File: config.mk
export PLATFORM = sky130hd
export DESIGN_NAME = mgmt_host_bridge_flat
export DESIGN_NICKNAME = d
export VERILOG_FILES = /design/src/rtl/mgmt_host_bridge_if.sv /design/src/rtl/mgmt_host_bridge.sv /design/src/flat_wrapper.sv
export SDC_FILE = /design/constraint.sdc
export NUM_CORES = 1
export LEC_CHECK = 0
export BUFFER_PORTS_ARGS = -buffer_cell sky130_fd_sc_hd__buf_2
export CAP_MARGIN = 25
export CORE_ASPECT_RATIO = 1.75
export CORE_MARGIN = 1.5
export CORE_UTILIZATION = 30
export DETAILED_ROUTE_END_ITERATION = 8
export SKIP_LAST_GASP = 1
export SYNTH_ARGS = -nofsm -noshare
export SYNTH_HDL_FRONTEND = slang
export SYNTH_SLANG_ARGS = --single-unit
export TNS_END_PERCENT = 5
File: constraint.sdc
create_clock -name mgmt_clk -period 6.65 [get_ports mgmt_clk]
set_clock_uncertainty 0.1 [all_clocks]
set_input_delay 0 -clock mgmt_clk [delete_from_list [all_inputs] [get_ports mgmt_clk]]
set_output_delay 0 -clock mgmt_clk [all_outputs]
set_load 0.01 [all_outputs]
File: src/rtl/mgmt_host_bridge_if.sv
// Host request/response channel plus management-port signals of mgmt_host_bridge.
// slave = bridge side, master = host/management-block side.
interface mgmt_host_bridge_if;
  logic        host_valid;
  logic        host_ready;
  logic [1:0]  host_opcode;
  logic [9:0]  host_addr;
  logic        host_miim_sel;
  logic [31:0] host_wdata;
  logic        host_rvalid;
  logic [31:0] host_rdata;
  logic        host_rerr;
  logic [1:0]  mgmt_opcode;
  logic [9:0]  mgmt_addr;
  logic [31:0] mgmt_wr_data;
  logic        mgmt_miim_sel;
  logic        mgmt_req;
  logic [31:0] mgmt_rd_data;
  logic        mgmt_miim_rdy;

  modport slave (
    input  host_valid, host_opcode, host_addr, host_miim_sel, host_wdata,
           mgmt_rd_data, mgmt_miim_rdy,
    output host_ready, host_rvalid, host_rdata, host_rerr,
           mgmt_opcode, mgmt_addr, mgmt_wr_data, mgmt_miim_sel, mgmt_req
  );

  modport master (
    output host_valid, host_opcode, host_addr, host_miim_sel, host_wdata,
           mgmt_rd_data, mgmt_miim_rdy,
    input  host_ready, host_rvalid, host_rdata, host_rerr,
           mgmt_opcode, mgmt_addr, mgmt_wr_data, mgmt_miim_sel, mgmt_req
  );
endinterface

File: src/rtl/mgmt_host_bridge.sv
// Host valid/ready -> 10G MAC management port bridge, one transaction in flight.
// Optional MIIM completion timeout enabled by defining MGMT_HOST_TIMEOUT_EN.
module mgmt_host_bridge #(
  parameter int RD_LAT       = 2,
  parameter int RDY_LOW_WAIT = 4,
  parameter int TIMEOUT_CYC  = 4096
) (
  input logic               mgmt_clk,
  input logic               reset,
  mgmt_host_bridge_if.slave bus
);
  typedef enum logic [2:0] {IDLE, ISSUE, LAT, WAIT_LOW, WAIT_HIGH, RESP} state_t;

  state_t      state;
  logic [15:0] cnt;       // cycles elapsed since the mgmt_req cycle
  logic [15:0] cnt_inc;
  logic [31:0] cap_data;
  logic        done;
  logic        tmo;
  logic        tmo_hit;

  assign cnt_inc  = (cnt == 16'hFFFF) ? cnt : cnt + 16'd1;
  assign cap_data = bus.mgmt_opcode[1] ? bus.mgmt_rd_data : 32'd0;

`ifdef MGMT_HOST_TIMEOUT_EN
  assign tmo = (cnt >= 16'(TIMEOUT_CYC));
`else
  assign tmo = 1'b0;
`endif

  always_comb begin
    done = 1'b0;
    case (state)
      LAT:       done = (cnt >= 16'(RD_LAT));
      // rdy never dropped: the op is treated as already complete
      WAIT_LOW:  done = bus.mgmt_miim_rdy && (cnt >= 16'(RDY_LOW_WAIT));
      WAIT_HIGH: done = bus.mgmt_miim_rdy;
      default:   done = 1'b0;
    endcase
  end

  assign tmo_hit = tmo && !done && (state == WAIT_LOW || state == WAIT_HIGH);

  always_ff @(posedge mgmt_clk) begin
    if (reset) begin
      state             <= IDLE;
      cnt               <= '0;
      bus.host_ready    <= 1'b0;
      bus.host_rvalid   <= 1'b0;
      bus.host_rdata    <= '0;
      bus.host_rerr     <= 1'b0;
      bus.mgmt_req      <= 1'b0;
      bus.mgmt_opcode   <= '0;
      bus.mgmt_addr     <= '0;
      bus.mgmt_wr_data  <= '0;
      bus.mgmt_miim_sel <= 1'b0;
    end else begin
      bus.mgmt_req    <= 1'b0;
      bus.host_rvalid <= 1'b0;
      case (state)
        IDLE: begin
          if (bus.host_valid && bus.host_ready) begin
            bus.mgmt_opcode   <= bus.host_opcode;
            bus.mgmt_addr     <= bus.host_addr;
            bus.mgmt_wr_data  <= bus.host_wdata;
            bus.mgmt_miim_sel <= bus.host_miim_sel;
            // ready may have been one cycle stale: hold the pulse until rdy
            bus.mgmt_req      <= bus.mgmt_miim_rdy;
            bus.host_ready    <= 1'b0;
            state             <= ISSUE;
          end else begin
            bus.host_ready <= bus.mgmt_miim_rdy;
          end
        end
        ISSUE: begin
          if (bus.mgmt_req) begin
            cnt   <= 16'd1;
            state <= bus.mgmt_miim_sel ? WAIT_LOW : LAT;
          end else if (bus.mgmt_miim_rdy) begin
            bus.mgmt_req <= 1'b1;
          end
        end
        LAT: cnt <= cnt_inc;
        WAIT_LOW: begin
          cnt <= cnt_inc;
          if (!bus.mgmt_miim_rdy) state <= WAIT_HIGH;
        end
        WAIT_HIGH: cnt <= cnt_inc;
        RESP: begin
          state          <= IDLE;
          bus.host_ready <= bus.mgmt_miim_rdy;
        end
        default: state <= IDLE;
      endcase

      if (done) begin
        bus.host_rvalid <= 1'b1;
        bus.host_rdata  <= cap_data;
        bus.host_rerr   <= 1'b0;
        state           <= RESP;
      end else if (tmo_hit) begin
        bus.host_rvalid   <= 1'b1;
        bus.host_rdata    <= '0;
        bus.host_rerr     <= 1'b1;
        bus.mgmt_opcode   <= '0;
        bus.mgmt_addr     <= '0;
        bus.mgmt_wr_data  <= '0;
        bus.mgmt_miim_sel <= 1'b0;
        state             <= RESP;
      end
    end
  end
endmodule

File: src/flat_wrapper.sv
// flat-port wrapper written by rule: the top's interface ports become plain ports
module mgmt_host_bridge_flat 
#(
  parameter int RD_LAT       = 2,
  parameter int RDY_LOW_WAIT = 4,
  parameter int TIMEOUT_CYC  = 4096
)
  (mgmt_clk, reset, bus_host_valid, bus_host_opcode, bus_host_addr, bus_host_miim_sel, bus_host_wdata, bus_mgmt_rd_data, bus_mgmt_miim_rdy, bus_host_ready, bus_host_rvalid, bus_host_rdata, bus_host_rerr, bus_mgmt_opcode, bus_mgmt_addr, bus_mgmt_wr_data, bus_mgmt_miim_sel, bus_mgmt_req);
  mgmt_host_bridge_if bus_i ();
  input logic mgmt_clk;
  input logic reset;
  input wire logic [$bits(bus_i.host_valid)-1:0] bus_host_valid;
  input wire logic [$bits(bus_i.host_opcode)-1:0] bus_host_opcode;
  input wire logic [$bits(bus_i.host_addr)-1:0] bus_host_addr;
  input wire logic [$bits(bus_i.host_miim_sel)-1:0] bus_host_miim_sel;
  input wire logic [$bits(bus_i.host_wdata)-1:0] bus_host_wdata;
  input wire logic [$bits(bus_i.mgmt_rd_data)-1:0] bus_mgmt_rd_data;
  input wire logic [$bits(bus_i.mgmt_miim_rdy)-1:0] bus_mgmt_miim_rdy;
  output wire logic [$bits(bus_i.host_ready)-1:0] bus_host_ready;
  output wire logic [$bits(bus_i.host_rvalid)-1:0] bus_host_rvalid;
  output wire logic [$bits(bus_i.host_rdata)-1:0] bus_host_rdata;
  output wire logic [$bits(bus_i.host_rerr)-1:0] bus_host_rerr;
  output wire logic [$bits(bus_i.mgmt_opcode)-1:0] bus_mgmt_opcode;
  output wire logic [$bits(bus_i.mgmt_addr)-1:0] bus_mgmt_addr;
  output wire logic [$bits(bus_i.mgmt_wr_data)-1:0] bus_mgmt_wr_data;
  output wire logic [$bits(bus_i.mgmt_miim_sel)-1:0] bus_mgmt_miim_sel;
  output wire logic [$bits(bus_i.mgmt_req)-1:0] bus_mgmt_req;
  assign bus_i.host_valid = bus_host_valid;
  assign bus_i.host_opcode = bus_host_opcode;
  assign bus_i.host_addr = bus_host_addr;
  assign bus_i.host_miim_sel = bus_host_miim_sel;
  assign bus_i.host_wdata = bus_host_wdata;
  assign bus_i.mgmt_rd_data = bus_mgmt_rd_data;
  assign bus_i.mgmt_miim_rdy = bus_mgmt_miim_rdy;
  assign bus_host_ready = bus_i.host_ready;
  assign bus_host_rvalid = bus_i.host_rvalid;
  assign bus_host_rdata = bus_i.host_rdata;
  assign bus_host_rerr = bus_i.host_rerr;
  assign bus_mgmt_opcode = bus_i.mgmt_opcode;
  assign bus_mgmt_addr = bus_i.mgmt_addr;
  assign bus_mgmt_wr_data = bus_i.mgmt_wr_data;
  assign bus_mgmt_miim_sel = bus_i.mgmt_miim_sel;
  assign bus_mgmt_req = bus_i.mgmt_req;
  mgmt_host_bridge #(.RD_LAT(RD_LAT), .RDY_LOW_WAIT(RDY_LOW_WAIT), .TIMEOUT_CYC(TIMEOUT_CYC)) u_core (.mgmt_clk(mgmt_clk), .reset(reset), .bus(bus_i));
endmodule
==> results.py <==
metrics = {
    "synthesis": {
        "synth.net_count": 592,
        "synth-edff-count": 0,
        "ys_seq_area_frac": 0.494,
        "yosysUniqueCellTypes": 44,
        "syn_area_per_cell_sq_um": 7.88,
        "synth_seq_cells": 99,
        "synth-async-reset-ratio": 0,
        "syn-instance-count": 509,
        "ys_warn_count": 0,
        "synth-main-ff-cell": "dfxtp_1",
        "syn_area_sq_um": 4010,
    },
    "worst_setup_path": {
        "cp-start-kind": "flip-flop",
        "worstPathRequired_ps": 6770,
        "cp_max_fo": 16,
        "end_kind": "flip-flop",
        "arrival_ps": 2590,
        "path_class": "reg2reg",
    },
    "routing": {
        "top_layer_used": "met4",
        "ant_nets": 0,
        "vias": 4393,
        "wirelength_microns": 12400,
        "drc": 0,
        "dr.pass1.iters": 5,
        "vias_per_cell": 4.86,
        "wl_met1_microns": 4720,
        "wl_met3_microns": 517,
        "drt-initial-drc-count": 283,
        "dr_wl_met2_microns": 6680,
        "routedWlPerCell_microns": 13.8,
    },
    "clocking": {
        "root_buffer": "clkbuf_16",
        "cts_num_sinks": 99,
        "post_cts_buffers": 0,
        "tritoncts": "done",
        "postCtsHoldBufs": 79,
        "clockBufferDepth": 2,
        "cts_buffers": 9,
        "htreeDepth": 3,
        "ctsResizeCount": 0,
        "clkLatencyLatePin_ps": 340,
        "clk_pin_slew_ps": 60,
    },
    "pwr": {
        "p_int_mw": 1.05,
        "p_clk_frac": 0.318,
        "power_mw": 1.55,
        "p_leak_nw": 2.46,
        "combPwrFrac": 0.241,
        "pwr-share-seq": 0.440,
        "swShare": 0.321,
        "p_per_area_nw_per_um2": 258,
        "switchingPower_mw": 0.497,
        "peakVddDrop_mv": 0.137,
    },
    "global_route": {
        "track_usage": 0.173,
        "grt_overflow": 0,
        "grt_antenna_before_repair": 0,
        "grt_pass1_vias": 4259,
        "grt_start_max_net_pins": 87,
        "grt_first_pass_wirelength_microns": 19900,
    },
    "sta": {
        "tns_ps": 0,
        "hold_viol": 0,
        "clock.fmax_ghz": 0.404,
        "rsz0062_at_grt": "no",
        "slew_viol_final": 0,
        "worst_pin_slew_ps": 939,
        "setup-violations-final": 0,
        "fin_crit_sh": 0.372,
        "fin_crit_ps": 2470,
        "slew-limit-headroom": 0.374,
    },
    "min_path": {
        "hold_path_class": "in2reg",
    },
    "die": {
        "core_area_sq_um": 13000,
        "chipWidth_microns": 90.4,
        "dieArea_sq_um": 14100,
        "io_pins": 162,
        "start_util": 0.308,
        "rows": 55,
        "die_h_microns": 156,
    },
    "run_status": {
        "outcome": "complete, no violations",
    },
    "place": {
        "port_buffers": 160,
        "gp_congestion": 0.845,
        "dpl.hpwl_microns": 8050,
    },
    "flow_run": {
        "cap_violations": 0,
    },
    "final_layout": {
        "layout-area-overhead-vs-synth_pct": 49.9,
        "layout-drive-gt1-share": 0.255,
        "nets": 810,
        "antenna_cells": 0,
    },
}
## stage by stage
step                utilization  worst slack [ps]  std cells  instance area, sq um  hold slack, ps
floorplan                     -              4560        509                  4010           -24.3
global placement          0.378              4310        807                  4910             142
detailed placement        0.378              4230        807                  4910             146
CTS                       0.460              4220        902                  5980             287
global route              0.462              4060        903                  6010             324
finish                    0.462              4180        903                  6010             267
## final timing paths
kind	startpoint	endpoint	slack, ps	cells past startpoint
max	u_core.state[2]	u_core.cnt[9]	4180	5
min	reset	u_core.bus.mgmt_wr_data[12]	270	3
max reg2reg	u_core.state[2]	u_core.cnt[9]	4180	5
min reg2reg	u_core.bus.host_rdata[21]	u_core.bus.host_rdata[21]	350	2
## cells in the final DEF (no fill, tap or decap), drive strengths merged, types with 3 or more instances in the layout
master / instances
buf: 167
nand2: 140
dfxtp: 99
a21oi: 89
dlygate4sd3: 79
nand3: 37
nor2: 23
clkbuf: 10
xor2: 9
nor4: 8
o211ai: 8
o21ai: 6
and3: 5
inv: 5
nor3: 4
xnor2: 4
nand4: 3
nand2b: 3
a211oi: 3
## final cells by class
cell class                 instances  area (sq um)
clock inverter                     6          48.8
sequential                        99          1980
timing repair buffer             246          1660
multi-input combinational        368          1860
inverter                           3          11.3
clock buffer                      10           229
fill                            1254          7000
tap                              171           214
## registers in the layout, indices dropped and copies added (netlist names)
| name | flops |
|---|---|
| u_core.bus.host_rdata | 32 |
| u_core.state | 3 |
| u_core.bus.mgmt_req | 1 |
| u_core.cnt | 16 |
| u_core.bus.mgmt_miim_sel | 1 |
| u_core.bus.host_rvalid | 1 |
| u_core.bus.mgmt_opcode | 2 |
| u_core.bus.mgmt_addr | 10 |
| u_core.bus.host_ready | 1 |
| u_core.bus.mgmt_wr_data | 32 |
## worst max-delay path, cell delays in order (launching register included)
cell,delay [ps]
dfxtp_1,580
or3b_1,480
a2111o_1,630
o211ai_1,310
xor2_1,200
nor2_1,50
## layer usage
metal  global-route usage  vias up
met5                    0        -
met4               0.0952        0
met3               0.0346       42
met2                0.321      148
met1                0.180     2048
li1                     -     2155
## cells by family after synthesis
family                   synth area share
AO/OA/AOI/OAI                       0.167
XOR/XNOR                           0.0284
adder cells (fa/ha/maj)           0.00624
buffers and inverters              0.0446
flip-flops                          0.494
other                            0.000935
AND/OR/NAND/NOR                     0.258
## cells in the mapped netlist (2+ instances only)
master	number	area (sq um)
inv_1	3	11.3
nor3_1	4	20.0
nand4_1	3	18.8
nand2_1	140	526
a211oi_1	2	15.0
nand3b_1	2	15.0
nor2b_1	2	12.5
a21oi_1	89	445
a2111oi_0	2	17.5
o211ai_1	8	60.1
nor4_1	8	50.1
ha_1	2	25.0
buf_1	7	26.3
o21ai_0	5	25.0
buf_6	2	22.5
nand2b_1	3	18.8
xor2_1	9	78.8
dfxtp_1	99	1980
nand3_1	37	185
xnor2_1	4	35.0
nor2_1	23	86.3
clkbuf_1	27	101
and3_1	5	31.3
and2_1	2	12.5
buf_2	2	10.0
## power by group through the flow
stage / logic [mW] / clock network, mW / registers (mW)
2_1_floorplan: 0.217 / 0 / 0.696
3_3_place_gp: 0.318 / 0 / 0.697
3_5_place_dp: 0.328 / 0 / 0.700
4_1_cts: 0.365 / 0.508 / 0.686
5_1_grt: 0.412 / 0.532 / 0.691
6_report: 0.374 / 0.493 / 0.682
Note: power is estimated with default switching activity, not from simulation.
